<file path="config.mk">
export PLATFORM = sky130hd
export DESIGN_NAME = alu_mult_seq_flat
export DESIGN_NICKNAME = d
export VERILOG_FILES = /design/src/rtl/alu_mult_seq_if.sv /design/src/rtl/alu_mult_seq.sv /design/src/flat_wrapper.sv
export SDC_FILE = /design/constraint.sdc
export NUM_CORES = 1
export LEC_CHECK = 0
export ABC_AREA = 1
export CELL_PAD_IN_SITES_DETAIL_PLACEMENT = 0
export CELL_PAD_IN_SITES_GLOBAL_PLACEMENT = 2
export CORE_MARGIN = 10
export CORE_UTILIZATION = 23
export DETAILED_ROUTE_END_ITERATION = 8
export GPL_ROUTABILITY_DRIVEN = 0
export PLACE_DENSITY_LB_ADDON = 0.1
export SYNTH_ARGS = -nofsm -noshare
export SYNTH_HDL_FRONTEND = slang
export SYNTH_SLANG_ARGS = --single-unit
</file>
<file path="constraint.sdc">
create_clock -name clk -period 1.8 [get_ports clk]
set_clock_uncertainty 0.2 [all_clocks]
set_input_delay 0.36 -clock clk [delete_from_list [all_inputs] [get_ports clk]]
set_output_delay 0.36 -clock clk [all_outputs]
set_load 0.05 [all_outputs]
</file>
<file path="src/rtl/alu_mult_seq_if.sv">
// rtl/alu_mult_seq_if.sv - request/result and shared-ALU signal bundle for alu_mult_seq
//
// Groups the multiply request, the product result and the shared ALU drive/return
// signals. The sequencer connects through the slave modport. The execute stage
// (request source, result sink and shared ALU) connects through the master modport.
//   start, sign, op_a, op_b        : multiply request
//   busy, done, prod_hi, prod_lo   : status and 32-bit product
//   alu_a .. alu_sign              : operands/controls driven into the shared ALU
//   alu_out, alu_ofl               : same-cycle ALU result and carry-out

interface alu_mult_seq_if;
    logic        start;
    logic        sign;
    logic [15:0] op_a;
    logic [15:0] op_b;
    logic        busy;
    logic        done;
    logic [15:0] prod_hi;
    logic [15:0] prod_lo;
    logic [15:0] alu_a;
    logic [15:0] alu_b;
    logic        alu_cin;
    logic [2:0]  alu_op;
    logic        alu_inva;
    logic        alu_invb;
    logic        alu_sign;
    logic [15:0] alu_out;
    logic        alu_ofl;

    modport slave (
        input  start, sign, op_a, op_b, alu_out, alu_ofl,
        output busy, done, prod_hi, prod_lo,
        output alu_a, alu_b, alu_cin, alu_op, alu_inva, alu_invb, alu_sign
    );

    modport master (
        output start, sign, op_a, op_b, alu_out, alu_ofl,
        input  busy, done, prod_hi, prod_lo,
        input  alu_a, alu_b, alu_cin, alu_op, alu_inva, alu_invb, alu_sign
    );
endinterface

</file>
<file path="src/rtl/alu_mult_seq.sv">
// rtl/alu_mult_seq.sv - 16x16 shift-add multiply sequencer that borrows the shared ALU
//
// Ports:
//   clk  : clock
//   rst  : synchronous active-high reset
//   bus  : alu_mult_seq_if.slave
//          start/sign/op_a/op_b request, busy/done/prod_hi/prod_lo result,
//          alu_* drive into the shared ALU with alu_out/alu_ofl returned in the same cycle.
//
// Every addition and negation goes through the shared ALU. This block holds only the
// shift registers, the carry bit and the step counter. Signed operands are reduced to
// their magnitudes first. The 32-bit magnitude product is then negated one half at a time.
// The low-half carry feeds the high half.
// Latency is fixed: done comes 33 cycles after start (unsigned) or 37 cycles after start (signed).

module alu_mult_seq (
    input  logic           clk,
    input  logic           rst,
    alu_mult_seq_if.slave  bus
);

    typedef enum logic [2:0] {
        S_IDLE,
        S_NEG_A,
        S_NEG_B,
        S_ADD,
        S_SHIFT,
        S_NEG_LO,
        S_NEG_HI,
        S_DONE
    } state_t;

    state_t      state;
    logic [15:0] mcand;     // multiplicand (magnitude once NEG_A has run)
    logic [15:0] mplr;      // multiplier, shifted out as product low half shifts in
    logic [15:0] acc;       // product high half
    logic        c;         // ADD carry-out, or low-half negation carry
    logic [4:0]  cnt;
    logic        neg_a;
    logic        neg_b;
    logic        sgn_r;
    logic        busy_r;
    logic        done_r;
    logic [15:0] prod_hi_r;
    logic [15:0] prod_lo_r;

    logic        neg;
    logic [15:0] drv_a;
    logic [15:0] drv_b;
    logic        drv_cin;
    logic        drv_invb;

    assign neg = neg_a ^ neg_b;

    // ALU drive is decoded from the registered state. The ALU result is consumed at the
    // same edge, so the drive has to track the current state.
    // Negation is ~x + 1, using invb together with cin.
    always_comb begin
        drv_a    = 16'h0000;
        drv_b    = 16'h0000;
        drv_cin  = 1'b0;
        drv_invb = 1'b0;
        case (state)
            S_NEG_A: begin
                drv_b    = mcand;
                drv_invb = neg_a;
                drv_cin  = neg_a;
            end
            S_NEG_B: begin
                drv_b    = mplr;
                drv_invb = neg_b;
                drv_cin  = neg_b;
            end
            S_ADD: begin
                drv_a = acc;
                drv_b = mplr[0] ? mcand : 16'h0000;
            end
            S_NEG_LO: begin
                drv_b    = mplr;
                drv_invb = neg;
                drv_cin  = neg;
            end
            S_NEG_HI: begin
                // The +1 of the 32-bit negation reaches the high half only through the
                // carry out of the low half.
                drv_b    = acc;
                drv_invb = neg;
                drv_cin  = neg & c;
            end
            default: ;
        endcase
    end

    assign bus.alu_a    = drv_a;
    assign bus.alu_b    = drv_b;
    assign bus.alu_cin  = drv_cin;
    assign bus.alu_invb = drv_invb;
    assign bus.alu_op   = 3'b100;
    assign bus.alu_inva = 1'b0;
    assign bus.alu_sign = 1'b0;

    assign bus.busy    = busy_r;
    assign bus.done    = done_r;
    assign bus.prod_hi = prod_hi_r;
    assign bus.prod_lo = prod_lo_r;

    always_ff @(posedge clk) begin
        if (rst) begin
            state     <= S_IDLE;
            mcand     <= 16'h0000;
            mplr      <= 16'h0000;
            acc       <= 16'h0000;
            c         <= 1'b0;
            cnt       <= 5'd0;
            neg_a     <= 1'b0;
            neg_b     <= 1'b0;
            sgn_r     <= 1'b0;
            busy_r    <= 1'b0;
            done_r    <= 1'b0;
            prod_hi_r <= 16'h0000;
            prod_lo_r <= 16'h0000;
        end else begin
            done_r <= 1'b0;
            case (state)
                S_IDLE: begin
                    if (bus.start) begin
                        mcand  <= bus.op_a;
                        mplr   <= bus.op_b;
                        acc    <= 16'h0000;
                        c      <= 1'b0;
                        cnt    <= 5'd0;
                        sgn_r  <= bus.sign;
                        neg_a  <= bus.sign & bus.op_a[15];
                        neg_b  <= bus.sign & bus.op_b[15];
                        busy_r <= 1'b1;
                        state  <= bus.sign ? S_NEG_A : S_ADD;
                    end
                end
                S_NEG_A: begin
                    mcand <= bus.alu_out;
                    state <= S_NEG_B;
                end
                S_NEG_B: begin
                    mplr  <= bus.alu_out;
                    state <= S_ADD;
                end
                S_ADD: begin
                    acc   <= bus.alu_out;
                    c     <= bus.alu_ofl;
                    state <= S_SHIFT;
                end
                S_SHIFT: begin
                    {c, acc, mplr} <= {1'b0, c, acc, mplr[15:1]};
                    cnt            <= cnt + 5'd1;
                    if (cnt == 5'd15) begin
                        if (sgn_r) begin
                            state <= S_NEG_LO;
                        end else begin
                            // Unsigned: publish the post-shift product directly.
                            state     <= S_DONE;
                            busy_r    <= 1'b0;
                            done_r    <= 1'b1;
                            prod_hi_r <= {c, acc[15:1]};
                            prod_lo_r <= {acc[0], mplr[15:1]};
                        end
                    end else begin
                        state <= S_ADD;
                    end
                end
                S_NEG_LO: begin
                    mplr  <= bus.alu_out;
                    c     <= bus.alu_ofl;
                    state <= S_NEG_HI;
                end
                S_NEG_HI: begin
                    acc       <= bus.alu_out;
                    state     <= S_DONE;
                    busy_r    <= 1'b0;
                    done_r    <= 1'b1;
                    prod_hi_r <= bus.alu_out;
                    prod_lo_r <= mplr;
                end
                S_DONE: begin
                    // A start presented here is dropped. The earliest restart is in IDLE.
                    state <= S_IDLE;
                end
                default: begin
                    state <= S_IDLE;
                end
            endcase
        end
    end

endmodule

</file>
<file path="src/flat_wrapper.sv">
// flat-port wrapper written by rule: the top's interface ports become plain ports
module alu_mult_seq_flat 
  (clk, rst, bus_start, bus_sign, bus_op_a, bus_op_b, bus_alu_out, bus_alu_ofl, bus_busy, bus_done, bus_prod_hi, bus_prod_lo, bus_alu_a, bus_alu_b, bus_alu_cin, bus_alu_op, bus_alu_inva, bus_alu_invb, bus_alu_sign);
  alu_mult_seq_if bus_i ();
  input  logic clk;
  input  logic rst;
  input wire logic [$bits(bus_i.start)-1:0] bus_start;
  input wire logic [$bits(bus_i.sign)-1:0] bus_sign;
  input wire logic [$bits(bus_i.op_a)-1:0] bus_op_a;
  input wire logic [$bits(bus_i.op_b)-1:0] bus_op_b;
  input wire logic [$bits(bus_i.alu_out)-1:0] bus_alu_out;
  input wire logic [$bits(bus_i.alu_ofl)-1:0] bus_alu_ofl;
  output wire logic [$bits(bus_i.busy)-1:0] bus_busy;
  output wire logic [$bits(bus_i.done)-1:0] bus_done;
  output wire logic [$bits(bus_i.prod_hi)-1:0] bus_prod_hi;
  output wire logic [$bits(bus_i.prod_lo)-1:0] bus_prod_lo;
  output wire logic [$bits(bus_i.alu_a)-1:0] bus_alu_a;
  output wire logic [$bits(bus_i.alu_b)-1:0] bus_alu_b;
  output wire logic [$bits(bus_i.alu_cin)-1:0] bus_alu_cin;
  output wire logic [$bits(bus_i.alu_op)-1:0] bus_alu_op;
  output wire logic [$bits(bus_i.alu_inva)-1:0] bus_alu_inva;
  output wire logic [$bits(bus_i.alu_invb)-1:0] bus_alu_invb;
  output wire logic [$bits(bus_i.alu_sign)-1:0] bus_alu_sign;
  assign bus_i.start = bus_start;
  assign bus_i.sign = bus_sign;
  assign bus_i.op_a = bus_op_a;
  assign bus_i.op_b = bus_op_b;
  assign bus_i.alu_out = bus_alu_out;
  assign bus_i.alu_ofl = bus_alu_ofl;
  assign bus_busy = bus_i.busy;
  assign bus_done = bus_i.done;
  assign bus_prod_hi = bus_i.prod_hi;
  assign bus_prod_lo = bus_i.prod_lo;
  assign bus_alu_a = bus_i.alu_a;
  assign bus_alu_b = bus_i.alu_b;
  assign bus_alu_cin = bus_i.alu_cin;
  assign bus_alu_op = bus_i.alu_op;
  assign bus_alu_inva = bus_i.alu_inva;
  assign bus_alu_invb = bus_i.alu_invb;
  assign bus_alu_sign = bus_i.alu_sign;
  alu_mult_seq u_core (.clk(clk), .rst(rst), .bus(bus_i));
endmodule
</file>
==> flow_summary.yaml <==
logic_synthesis:
  syn_avg_cell_area_um2: 6.16
  synth_ff_type: "dfxtp_1"
  synthTopCellsByArea: "dfxtp_1, nand2_1, nor2_1"
  ys_async_sr_fraction_pct: 0
  synth_seq_area_share_pct: 35.7
  synth_seq_cells: 94
  ys_warn_count: 0
  syn-instance-count: 855
  synth_top_area_share_pct: 35.7
  yosysUniqueCellTypes: 29
  yosysTopAreaCell: "dfxtp_1"
  synthesis.area_mm2: 0.00527
  synth-edff-count: 0
worst_setup_path:
  crit_type: "flip-flop to primary output"
  crit_top_cell: "buf_12"
  critical_path_arrival_ps: 1910
  cp_top_family: "buffers and inverters"
  timing.rr.start: "u_core.state[0]"
  slowest_delay_ps: 390
  crit_chain: "inv_4 > ha_4 > inv_4 > nor2_4 > inv_2 > o21ai_4 > buf_12 > buf_12 > nand2_1 > o211ai_1 > buf_12"
  r2r_slack_ps: -250
  rr_worst_depth: 12
  critical_path.n_buffers_inverters: 6
  end_kind: "primary output"
  r2r-end: "u_core.mplr[12]"
  worstSetupStartpointType: "flip-flop"
  worstPathMaxFanout: 5
  crit_required_ps: 1240
  crit_path_top_delay_cell: "dfxtp_4"
pwr:
  power_uw: 14100
  p_leak_uw: 0.00426
  power.density_mw_per_mm2: 1430
  vdd_ir_drop_max_mv: 0.553
timing:
  hold_viol: 0
  max_slew_margin_pct: 65.1
  min_period_ps: 2470
  rsz0062_at_grt: "yes"
  hold_ws_ps: 273
  timing.final.max_slew_violations: 0
  finalSetupViolations: 124
  setup_ws_ps: -667
  fmax_mhz: 405
  post-route-period-util_pct: 137
  worstMarginPinSlew_ps: 517
worst_hold_path:
  min_from: "u_core.cnt[4]"
  min_path_type: "flip-flop to flip-flop"
  hold_depth: 2
  hold_path_end: "u_core.cnt[4]"
floorplanning:
  initial_core_util_pct: 23.3
  die_w_um: 171
  io_pins: 126
  die_h_um: 171
  rows: 55
  core_area_mm2: 0.0226
  fp.dieArea_mm2: 0.0293
finish:
  area_growth_pct: 87.6
  final_cell_mix: "nand2_1, nor2_1, dfxtp_1, o21ai_0, buf_12"
  finalInstanceArea_mm2: 0.00988
  mostFrequentLayoutCell: "nand2_1"
  drive_above_1_share_pct: 37.1
  layout.cells.non_filler: 1355
  fin_nets: 1124
  antenna-diode-count: 0
status:
  status: "finished with violations"
  violations: "negative setup slack"
place:
  port_buffers: 120
  pre_cts_ws_ps: -304
  place_hpwl_um: 18700
  placed_cells: 1289
  place_area_mm2: 0.00797
clocking:
  cts_root_buffer: "clkbuf_16"
  clk_path_buf_depth: 2
  hold_buffers: 0
  clk_latency_ps: 350
  cts.reportedPaths.clkPinSlew_ps: 70
  tritoncts: "done"
  cts_htree_levels: 3
  cts.sinks: 94
  cts_made_buffers: 9
route:
  vias: 6107
  via_per_inst: 4.51
  drt_wl_total_um: 26300
  antenna_left: 0
  drc: 0
  drt_first_pass_iters: 5
  drtIter0Drc: 394
  wl_per_cell_um: 19.4
global_routing:
  grt_use_total_pct: 17.9
  grt_pass1_wl_um: 39400
  grt_antenna_before_repair: 0
  grt_max_degree: 53
  globalRoute.totalOverflow: 0
  grt_pass1_vias: 6317
flow_run:
  drv_cap: 0
[through the flow]
step           TNS [ps]  util [%]
3_5_place_dp     -19070      35.3
5_1_grt          -38510      43.8
2_1_floorplan     -5030         -
6_report         -28360      43.8
3_3_place_gp     -17810      35.3
4_1_cts          -24970      42.0
[worst max path at each step]
stage	startpoint	depth (start not counted)	endpoint
after floorplan	u_core.state[0]	7	bus_alu_b[10]
after global placement	u_core.state[1]	8	bus_alu_b[2]
after detailed placement	u_core.state[1]	8	bus_alu_b[2]
after CTS	u_core.state[0]	8	bus_alu_b[2]
after global routing	u_core.state[0]	9	bus_alu_b[14]
final	u_core.state[1]	11	bus_alu_b[3]
[layer usage]
layer / GRT usage (%) / wire (um) / vias to the layer above
met4: 4.35 / 327 / 0
met5: 0 / 0 / -
met2: 29.0 / 12500 / 120
li1: - / - / 3110
met1: 23.8 / 12100 / 2864
met3: 3.74 / 1380 / 13
[kinds of logic after synthesis]
| kind of cell | Yosys count | share of synthesized area [%] |
|---|---|---|
| AND/OR/NAND/NOR | 467 | 35.1 |
| AO/OA/AOI/OAI | 162 | 16.4 |
| buffers and inverters | 123 | 11.0 |
| flip-flops | 94 | 35.7 |
| adder cells (fa/ha/maj) | 6 | 1.43 |
| other | 2 | 0.143 |
| XOR/XNOR | 1 | 0.166 |
[cell type report]
type                            instances  area (um2)
Fill cell                            2341       12700
Multi-Input combinational cell        642        3640
Timing Repair Buffer                  250        3370
Sequential cell                        94        1890
Tap cell                              285         357
Inverter                               68         288
Clock buffer                           11         243
Clock inverter                          5        81.3
[flip-flops by register name, summed over array words and instances (netlist names), 3 cells and up]
signal              count
u_core.acc             16
u_core.bus.prod_hi     16
u_core.bus.prod_lo     16
u_core.cnt              5
u_core.mcand           16
u_core.mplr            16
u_core.state            3
[worst reg2reg max path, cell delays in order (launching register included)]
cell	delay, ps
dfxtp_4	390
inv_4	50
buf_4	140
ha_4	150
buf_6	120
nand2_8	80
inv_6	50
buf_4	140
buf_6	130
nor2_4	190
clkbuf_16	180
nand2_1	60
a21oi_1	110
[what timing repair did]
action / in CTS / in global routing
resized for setup: 172 / 133
pin swaps: 56 / 28
cloned: 12 / 2
setup endpoints to repair: 125 / 127
buffers inserted: 33 / 9
[where the power goes]
group	switching, uW	total, uW	internal (uW)
Sequential	715	3380	2670
Clock	913	2170	1260
Combinational	4770	8570	3790
[synth_stat cells (2+ instances only)]
master,instances
o211ai_1,9
o21ai_1,6
nand2_2,7
clkbuf_1,13
buf_2,26
ha_1,6
dfxtp_1,94
inv_1,62
nor2_1,184
nand3_1,34
a22oi_1,7
conb_1,2
o21ai_0,113
clkbuf_2,2
nand2_1,233
buf_4,8
inv_2,4
buf_6,6
nand3_2,3
nor2_2,2
a21oi_1,26
No activity file was read; power rests on OpenSTA's default activity.
